<file path="src/rtl/debug_uart_wb_bridge.sv">
// -----------------------------------------------------------------------------
// debug_uart_wb_bridge
//
// SoC-side responder for the debug UART link. The external debug host sends
// framed commands over ser_rx: a command byte (0x01 write, 0x02 read), four
// address bytes MSB first and, for writes, four data bytes MSB first. Each
// command becomes one Wishbone master cycle. The result is sent back over
// ser_tx: 0xAC (ok, followed by four read-data bytes for reads) or 0xEE
// (bus timeout). The bridge only operates while debug_in is high.
//
// Ports
//   core_clk   system clock
//   core_rstn  asynchronous active-low reset
//   debug_in   bridge enable; low drops all in-flight work immediately
//   ser_rx     UART receive line from the host (8N1, LSB first, idle high)
//   ser_tx     UART transmit line to the host (8N1, LSB first, idle high)
//   wb_adr_o   Wishbone address
//   wb_dat_o   Wishbone write data
//   wb_sel_o   byte select, 4'hF while a cycle is active
//   wb_we_o    Wishbone write enable
//   wb_cyc_o   Wishbone cycle
//   wb_stb_o   Wishbone strobe (mirrors wb_cyc_o)
//   wb_dat_i   Wishbone read data
//   wb_ack_i   Wishbone acknowledge
//   busy       a command is being collected, executed or answered
// -----------------------------------------------------------------------------
module debug_uart_wb_bridge #(
   parameter int CLK_DIV    = 347,
   parameter int WB_TIMEOUT = 255
) (
   input  logic        core_clk,
   input  logic        core_rstn,
   input  logic        debug_in,
   input  logic        ser_rx,
   output logic        ser_tx,
   output logic [31:0] wb_adr_o,
   output logic [31:0] wb_dat_o,
   output logic [3:0]  wb_sel_o,
   output logic        wb_we_o,
   output logic        wb_cyc_o,
   output logic        wb_stb_o,
   input  logic [31:0] wb_dat_i,
   input  logic        wb_ack_i,
   output logic        busy
);

   localparam int CW = $clog2(CLK_DIV);
   localparam int TW = $clog2(WB_TIMEOUT + 1);
   localparam logic [CW-1:0] BIT_END  = CW'(CLK_DIV - 1);
   localparam logic [CW-1:0] HALF_END = CW'(CLK_DIV / 2 - 1);
   localparam logic [TW-1:0] TMO_END  = TW'(WB_TIMEOUT - 1);
   localparam logic [7:0]    CMD_WRITE = 8'h01;
   localparam logic [7:0]    CMD_READ  = 8'h02;
   localparam logic [7:0]    RSP_OK    = 8'hAC;
   localparam logic [7:0]    RSP_TMO   = 8'hEE;

   typedef enum logic [1:0] {RX_HUNT, RX_START, RX_DATA, RX_STOP} rx_state_t;
   typedef enum logic [1:0] {TX_IDLE, TX_START, TX_DATA, TX_STOP} tx_state_t;
   typedef enum logic [2:0] {P_IDLE, P_ADDR, P_WDATA, P_BUS, P_RESP} p_state_t;

   // receiver
   rx_state_t     rx_state, rx_next;
   logic          rx_meta, rx_sync, rx_last;
   logic [CW-1:0] rx_cnt;
   logic [2:0]    rx_bit;
   logic [7:0]    rx_sh;
   logic          rx_valid, rx_ferr;
   logic          rx_tick;

   // transmitter
   tx_state_t     tx_state, tx_next;
   logic [CW-1:0] tx_cnt;
   logic [2:0]    tx_bit;
   logic [7:0]    tx_sh;
   logic          tx_tick, tx_ready, tx_go, tx_line;

   // command parser and bus master
   p_state_t      p_state, p_next;
   logic [1:0]    byte_cnt;
   logic          is_write;
   logic [31:0]   adr_q, dat_q;
   logic          cyc_q;
   logic [TW-1:0] tmo_cnt;
   logic [39:0]   resp_sh;
   logic [2:0]    resp_left;
   logic          bus_end;

   // Two-flop synchroniser plus one extra stage so a falling edge on the
   // synchronised line can be detected.
   always_ff @(posedge core_clk or negedge core_rstn) begin
      if (!core_rstn) begin
         rx_meta <= 1'b1;
         rx_sync <= 1'b1;
         rx_last <= 1'b1;
      end else begin
         rx_meta <= ser_rx;
         rx_sync <= rx_meta;
         rx_last <= rx_sync;
      end
   end

   assign rx_tick = (rx_cnt == BIT_END);

   // Receiver state register.
   always_ff @(posedge core_clk or negedge core_rstn) begin
      if (!core_rstn) rx_state <= RX_HUNT;
      else            rx_state <= rx_next;
   end

   // Receiver next state: a falling edge arms the start check half a bit
   // later, which also places every later sample at a bit centre.
   always_comb begin
      rx_next = rx_state;
      if (!debug_in) begin
         rx_next = RX_HUNT;
      end else begin
         case (rx_state)
            RX_HUNT:  if (rx_last && !rx_sync) rx_next = RX_START;
            RX_START: if (rx_cnt == HALF_END) rx_next = rx_sync ? RX_HUNT : RX_DATA;
            RX_DATA:  if (rx_tick && rx_bit == 3'd7) rx_next = RX_STOP;
            RX_STOP:  if (rx_tick) rx_next = RX_HUNT;
            default:  rx_next = RX_HUNT;
         endcase
      end
   end

   // Receiver datapath: bit timer, shift register and the one-cycle
   // byte-valid / framing-error strobes towards the parser.
   always_ff @(posedge core_clk or negedge core_rstn) begin
      if (!core_rstn) begin
         rx_cnt   <= '0;
         rx_bit   <= '0;
         rx_sh    <= '0;
         rx_valid <= 1'b0;
         rx_ferr  <= 1'b0;
      end else begin
         rx_valid <= 1'b0;
         rx_ferr  <= 1'b0;
         if (rx_state == RX_HUNT || rx_state != rx_next || rx_tick) rx_cnt <= '0;
         else                                                       rx_cnt <= rx_cnt + 1'b1;
         if (rx_state == RX_START) rx_bit <= '0;
         if (rx_state == RX_DATA && rx_tick) begin
            rx_sh  <= {rx_sync, rx_sh[7:1]};
            rx_bit <= rx_bit + 1'b1;
         end
         if (rx_state == RX_STOP && rx_tick && debug_in) begin
            rx_valid <= rx_sync;
            rx_ferr  <= ~rx_sync;
         end
      end
   end

   // The bus cycle ends on ack, or on the last allowed cycle; ack wins a tie.
   assign bus_end = cyc_q && (wb_ack_i || tmo_cnt == TMO_END);

   // Parser state register.
   always_ff @(posedge core_clk or negedge core_rstn) begin
      if (!core_rstn) p_state <= P_IDLE;
      else            p_state <= p_next;
   end

   // Parser next state and the request to the transmitter.
   always_comb begin
      p_next = p_state;
      tx_go  = 1'b0;
      if (!debug_in) begin
         p_next = P_IDLE;
      end else begin
         case (p_state)
            P_IDLE:
               if (rx_valid && (rx_sh == CMD_WRITE || rx_sh == CMD_READ)) p_next = P_ADDR;
            P_ADDR:
               if (rx_ferr) p_next = P_IDLE;
               else if (rx_valid && byte_cnt == 2'd3) p_next = is_write ? P_WDATA : P_BUS;
            P_WDATA:
               if (rx_ferr) p_next = P_IDLE;
               else if (rx_valid && byte_cnt == 2'd3) p_next = P_BUS;
            P_BUS:
               if (bus_end) p_next = P_RESP;
            P_RESP: begin
               tx_go = (resp_left != 3'd0);
               if (resp_left == 3'd0 && tx_state == TX_IDLE) p_next = P_IDLE;
            end
            default: p_next = P_IDLE;
         endcase
      end
   end

   // Parser datapath: collects address/data bytes, runs the Wishbone cycle
   // (cyc rises one cycle after entering BUS so address and data are already
   // stable) and prepares the response bytes for the transmitter.
   always_ff @(posedge core_clk or negedge core_rstn) begin
      if (!core_rstn) begin
         byte_cnt  <= '0;
         is_write  <= 1'b0;
         adr_q     <= '0;
         dat_q     <= '0;
         cyc_q     <= 1'b0;
         tmo_cnt   <= '0;
         resp_sh   <= '0;
         resp_left <= '0;
      end else if (!debug_in) begin
         cyc_q     <= 1'b0;
         resp_left <= '0;
      end else begin
         case (p_state)
            P_IDLE:
               if (rx_valid) begin
                  is_write <= (rx_sh == CMD_WRITE);
                  byte_cnt <= '0;
               end
            P_ADDR:
               if (rx_valid) begin
                  adr_q    <= {adr_q[23:0], rx_sh};
                  byte_cnt <= byte_cnt + 2'd1;
               end
            P_WDATA:
               if (rx_valid) begin
                  dat_q    <= {dat_q[23:0], rx_sh};
                  byte_cnt <= byte_cnt + 2'd1;
               end
            P_BUS:
               if (!cyc_q) begin
                  cyc_q   <= 1'b1;
                  tmo_cnt <= '0;
               end else if (wb_ack_i) begin
                  cyc_q     <= 1'b0;
                  resp_sh   <= is_write ? {RSP_OK, 32'h0} : {RSP_OK, wb_dat_i};
                  resp_left <= is_write ? 3'd1 : 3'd5;
               end else if (tmo_cnt == TMO_END) begin
                  cyc_q     <= 1'b0;
                  resp_sh   <= {RSP_TMO, 32'h0};
                  resp_left <= 3'd1;
               end else begin
                  tmo_cnt <= tmo_cnt + 1'b1;
               end
            P_RESP:
               if (tx_go && tx_ready) begin
                  resp_sh   <= {resp_sh[31:0], 8'h00};
                  resp_left <= resp_left - 3'd1;
               end
            default: ;
         endcase
      end
   end

   assign tx_tick  = (tx_cnt == BIT_END);
   // A new byte may be loaded when idle or in the last cycle of a stop bit,
   // which keeps consecutive response bytes back-to-back.
   assign tx_ready = (tx_state == TX_IDLE) || (tx_state == TX_STOP && tx_tick);

   // Transmitter state register.
   always_ff @(posedge core_clk or negedge core_rstn) begin
      if (!core_rstn) tx_state <= TX_IDLE;
      else            tx_state <= tx_next;
   end

   // Transmitter next state and line level.
   always_comb begin
      tx_next = tx_state;
      tx_line = 1'b1;
      case (tx_state)
         TX_IDLE:  if (tx_go) tx_next = TX_START;
         TX_START: begin
            tx_line = 1'b0;
            if (tx_tick) tx_next = TX_DATA;
         end
         TX_DATA: begin
            tx_line = tx_sh[0];
            if (tx_tick && tx_bit == 3'd7) tx_next = TX_STOP;
         end
         TX_STOP:  if (tx_tick) tx_next = tx_go ? TX_START : TX_IDLE;
         default:  tx_next = TX_IDLE;
      endcase
      if (!debug_in) tx_next = TX_IDLE;
   end

   // Transmitter datapath: bit timer and output shift register.
   always_ff @(posedge core_clk or negedge core_rstn) begin
      if (!core_rstn) begin
         tx_cnt <= '0;
         tx_bit <= '0;
         tx_sh  <= '0;
      end else begin
         if (tx_state == TX_IDLE || tx_state != tx_next || tx_tick) tx_cnt <= '0;
         else                                                       tx_cnt <= tx_cnt + 1'b1;
         if (tx_go && tx_ready) begin
            tx_sh  <= resp_sh[39:32];
            tx_bit <= '0;
         end else if (tx_state == TX_DATA && tx_tick) begin
            tx_sh  <= {1'b0, tx_sh[7:1]};
            tx_bit <= tx_bit + 1'b1;
         end
      end
   end

   // debug_in gates the visible outputs directly so that dropping it takes
   // effect in the same cycle, ahead of the registered clean-up.
   assign ser_tx   = tx_line | ~debug_in;
   assign wb_cyc_o = cyc_q & debug_in;
   assign wb_stb_o = wb_cyc_o;
   assign wb_we_o  = wb_cyc_o & is_write;
   assign wb_sel_o = wb_cyc_o ? 4'hF : 4'h0;
   assign wb_adr_o = adr_q;
   assign wb_dat_o = dat_q;
   assign busy     = debug_in && (p_state != P_IDLE);

endmodule

</file>
<file path="config.mk">
export PLATFORM = sky130hd
export DESIGN_NAME = debug_uart_wb_bridge
export DESIGN_NICKNAME = d
export VERILOG_FILES = /design/src/rtl/debug_uart_wb_bridge.sv
export SDC_FILE = /design/constraint.sdc
export NUM_CORES = 1
export LEC_CHECK = 0
export CORE_ASPECT_RATIO = 1.25
export CORE_UTILIZATION = 40
export DETAILED_ROUTE_END_ITERATION = 8
export PLACE_DENSITY = 0.61
export SYNTH_ARGS = -nofsm -noshare
export SYNTH_HDL_FRONTEND = slang
export SYNTH_SLANG_ARGS = --single-unit
</file>
<file path="constraint.sdc">
create_clock -name core_clk -period 3.6 [get_ports core_clk]
set_input_delay 0.54 -clock core_clk [delete_from_list [all_inputs] [get_ports core_clk]]
set_output_delay 0.54 -clock core_clk [all_outputs]
set_load 0.005 [all_outputs]
</file>
* Yosys cells after proc, flatten, opt, wreduce, memory -nomap -nowiden
Cells that the tools add are included.
Storage, ports and cells: ROM bits 0, word-level logic and storage cells 175, latch bits 0, input bits 37, bits in writable memories 0, memories kept 0, bits in registers 171
Operators by class: $lt $le $gt $ge 0, bitwise operators 5, multipliers 0, muxes and demuxes 62, shift-type cells 0, reductions and logical operators 41, $add $sub $neg 7, equal/unequal tests 38, div/mod/pow operators 0
Operators with widths (count):
- $mux W40 | 4
- $pmux W40 S2 | 1
- $mux W3 | 18
- $mux W8 | 5
- $mux W32 | 1
- $mux W2 | 13
- $add A9 B1 Y9 const B | 2
- $eq A9 B9 Y1 const B | 2
- $mux W9 | 2
- $ne A3 B3 Y1 const B | 6
- $pmux W2 S4 | 2
- $pmux W3 S5 | 1
- $logic_and A1 B1 Y1 | 14
- $ne A4 B4 Y1 const B | 3
- $reduce_and A4 Y1 | 3
- $mux W1 | 11
- $eq A2 B2 Y1 const B | 5
- $ne A2 B2 Y1 const B | 5
- $reduce_and A5 Y1 | 2
- $eq A3 B3 Y1 const B | 3
- $eq A9 B8 Y1 const B | 1
- $reduce_and A3 Y1 | 3
- $add A8 B1 Y8 const B | 1
- $eq A8 B1 Y1 const B | 1
- 25 further kinds | 44

* Logic depth before layout (Yosys ltp)
word-level depth 11, depth in mapped cells 8

* Least setup slack after synthesis
Ideal clock, no wire load.
path kind register to register, from register rx_cnt[0], to register rx_sh[0], setup slack 1.557 ns, required time 3.475 ns, stages on the path, launching flop included 8, period minus slack after synthesis 2.043 ns, arrival time 1.918 ns, library setup time 0.125 ns, cell sequence dfrtp_1 > inv_1 > ha_1 > nand4b_1 > nor4_2 > nand2_1 > nor2_2 > mux2_2
Between the ends: cells in the longest elaborated chain, start to end 2
RTL lines:
- from (decl) | RTL line 64 | logic [CW-1:0] rx_cnt;
- from (signal assigned) | RTL line 140 | else rx_cnt <= rx_cnt + 1'b1;
- $eq A9 B9 Y1 | RTL line 102 | assign rx_tick = (rx_cnt == BIT_END);
- $logic_and A1 B1 Y1 | RTL line 142 | if (rx_state == RX_DATA && rx_tick) begin
- to (signal assigned) | RTL line 143 | rx_sh <= {rx_sync, rx_sh[7:1]};
- to (decl) | RTL line 66 | logic [7:0] rx_sh;
Every way passes these cells. A chain may end at the register's enable or synchronous reset.

* Worst setup path in the final report
from input debug_in, to output wb_sel_o[3]
Between the ends: cells in the longest elaborated chain, start to end 2
RTL lines:
- from (decl) | RTL line 33 | input logic debug_in,
- $and A1 B1 Y1 | RTL line 300 | assign wb_cyc_o = cyc_q & debug_in;
- $mux W4 | RTL line 303 | assign wb_sel_o = wb_cyc_o ? 4'hF : 4'h0;
- to (decl) | RTL line 38 | output logic [3:0] wb_sel_o,
Every way passes these cells.

==> results.py <==
metrics = {
    "cts": {
        "htreeDepth": 4,
        "holdBufCountCts": 0,
        "cts_tree": "built",
        "cts.sinks": 171,
        "cts_root_buf": "clkbuf_16",
        "worstSkewPairLatency_ns": 0.43,
        "path_clk_slew_ns": 0.07,
        "cts-buffers-inserted": 17,
        "ctsLongestPathBuffers": 2,
        "cts_resized": 0,
        "cts_setup_buffers": 0,
    },
    "logic_synthesis": {
        "synthFlopType": "dfrtp_1",
        "seq_area_frac_synth_pct": 56.97,
        "postSynthCellCount": 653,
        "synth_edf_count": 0,
        "ys_seq_elements": 171,
        "synth_warnings": 0,
        "synth_cell_types": 58,
        "netlist_area_mm2": 0.007517,
        "async_flop_share_pct": 100.0,
        "avgSynthCellArea_um2": 11.51,
        "syn_nets": 704,
    },
    "global_routing": {
        "top_usage_layer": "met2",
        "met2_usage_pct": 28.26,
        "grt_max_degree": 85,
        "grt_pass1_vias": 5264,
        "grt_use_met1_pct": 21.20,
        "grtUsageTotal_pct": 16.76,
        "grt_use_met3_pct": 3.748,
        "grt_pass1_wl_um": 26300,
        "overflow": 0,
        "antenna_found_initial": 0,
    },
    "detailed_routing": {
        "ant_nets": 0,
        "wl_per_cell_um": 15.56,
        "routed_via_density": 5.217,
        "first_iter_violations": 308,
        "wl_um": 15460,
        "drt_pass1_iterations": 4,
        "drc": 0,
        "vias": 5180,
    },
    "place": {
        "gp_congestion": 0.7731,
        "place.port_buffers": 109,
        "dp_slack_ns": 0.6572,
        "dp_hpwl_um": 10580,
    },
    "setup_path": {
        "critical_path_class": "input port to output port",
        "crit_required_ns": 3.06,
        "r2r_slack_ns": 0.97,
        "r2r_cells": 6,
        "critPathArrivalTime_ns": 2.24,
        "critPathCaptureType": "output port",
        "r2r-start": "p_state[1]$_DFFE_PN0P_",
        "crit_path_start_kind": "input port",
        "crit_fanout": 15,
        "reg2reg_to": "resp_sh[31]$_DFFE_PN0P_",
    },
    "floorplanning": {
        "coreArea_mm2": 0.01824,
        "start_util_pct": 41.22,
        "fp-row-count": 55,
        "die_area_mm2": 0.01935,
        "io_pins": 110,
        "die_width_um": 124.6,
        "die_h_um": 155.3,
    },
    "power": {
        "leakagePower_uw": 0.004238,
        "power.total_uw": 4214,
        "irDropWorstVdd_mv": 0.3357,
        "powerDensity_mw_per_mm2": 444.1,
    },
    "worst_hold_path": {
        "hold_class": "input port to async pin",
    },
    "finish": {
        "antenna_cells": 0,
        "final_common_cell": "dfrtp_1",
        "final_cell_mix": "168 x dfrtp_1, 108 x clkdlybuf4s50_1, 79 x nand2_1",
        "final_nets": 803,
        "drive_above_1_share_pct": 16.60,
        "areaGrowthSynthToFinish_pct": 26.23,
    },
    "timing": {
        "slew_headroom_pct": 43.56,
        "rsz0062_at_grt": "no",
        "fmax_ghz": 0.3595,
        "finalCritPeriodShare_pct": 77.27,
        "setup_ws_ns": 0.8183,
        "setup-tns-final_ns": 0,
        "finalHoldViolations": 0,
        "drv_slew": 0,
        "worst_slew_pin_slew_ns": 0.8429,
        "min_period_ns": 2.782,
        "setup_violations": 0,
        "skew_ns": 0.01109,
    },
    "run_status": {
        "status": "finished clean",
    },
    "run": {
        "maxCapViolations": 0,
    },
}
## final cells by class
| type | count | area, um^2 |
|---|---|---|
| well taps | 228 | 285.3 |
| multi-input cells | 432 | 3043 |
| clock buffers | 17 | 425.4 |
| inverters | 13 | 48.80 |
| fillers | 1568 | 8747 |
| flip-flops and latches | 171 | 4283 |
| clock inverters | 15 | 239.0 |
| repair buffers | 117 | 1165 |
## where the power goes
| group | internal [uW] | switching [uW] |
|---|---|---|
| clock network | 1250 | 783 |
| registers | 1940 | 38.7 |
| logic | 95.5 | 112 |
| total | 3280 | 933 |
## registers in the layout (all words and copies together), names as in the netlist
| signal | count |
|---|---|
| resp_sh | 40 |
| wb_adr_o | 32 |
| wb_dat_o | 32 |
| rx_cnt | 9 |
| tx_cnt | 9 |
| rx_sh | 8 |
| tmo_cnt | 8 |
| tx_sh | 8 |
| p_state | 3 |
| resp_left | 3 |
| rx_bit | 3 |
| tx_bit | 3 |
| byte_cnt | 2 |
| rx_state | 2 |
| tx_state | 2 |
| cyc_q | 1 |
| is_write | 1 |
| rx_ferr | 1 |
| rx_last | 1 |
| rx_meta | 1 |
| rx_sync | 1 |
| rx_valid | 1 |
## per-layer routing
layer	up-vias	share of wire [%]
li1	2513	-
met3	18	3.2
met2	93	50
met1	2556	45
met4	0	1.4
met5	-	0
## stage by stage
step	hold slack, ns	util, %	instance area [um^2]	cells
after detailed placement	0.3560	48.39	8825	961
after global placement	0.3500	48.39	8825	961
after CTS	0.1921	52.03	9489	993
after global routing	0.2164	52.03	9489	993
after floorplan	0.2444	-	7517	653
final	0.1440	52.03	9489	993
## critical path, stage by stage
cell             delay [ns]
clkdlybuf4s50_1        0.48
inv_1                  0.25
nor2_1                 0.40
clkdlybuf4s50_1        0.58
## worst max-delay path by stage
| stage | start | endpoint | slack [ns] | depth (start not counted) |
|---|---|---|---|---|
| 2_1_floorplan | rx_cnt[0]$_DFF_PN0_ | rx_sh[0]$_DFFE_PN0P_ | 1.56 | 7 |
| 3_3_place_gp | debug_in | resp_sh[3]$_DFFE_PN0P_ | 0.74 | 6 |
| 3_5_place_dp | debug_in | resp_sh[31]$_DFFE_PN0P_ | 0.66 | 6 |
| 4_1_cts | debug_in | wb_sel_o[3] | 0.79 | 4 |
| 5_1_grt | debug_in | wb_cyc_o | 0.62 | 4 |
| 6_report | debug_in | wb_sel_o[3] | 0.82 | 4 |
## synth_stat cells, types with 8 or more instances
cell | number | area, um^2
a21oi_1 | 10 | 50.05
a22oi_1 | 23 | 172.7
buf_2 | 10 | 50.05
clkbuf_1 | 21 | 78.83
dfrtp_1 | 168 | 4204
ha_1 | 14 | 175.2
inv_1 | 13 | 48.80
mux2_2 | 72 | 810.8
mux2i_1 | 10 | 100.1
nand2_1 | 79 | 296.5
nand3_1 | 14 | 70.07
nand4_1 | 8 | 50.05
nor2_1 | 46 | 172.7
nor3_1 | 10 | 50.05
o21ai_0 | 48 | 240.2
xnor2_1 | 8 | 70.07
xor2_1 | 15 | 131.4
## kinds of logic (layout without fill, tap and decap cells)
kind of cell | count (synthesis) | in the layout | share of synthesized area (%)
simple gates | 196 | 196 | 12.48
compound gates | 117 | 117 | 10.50
xor+xnor | 23 | 23 | 2.680
buf+inv | 50 | 162 | 2.913
flops | 171 | 171 | 56.97
mux | 82 | 82 | 12.12
fa+ha+maj | 14 | 14 | 2.330
Note: power is estimated with default switching activity, not from simulation.
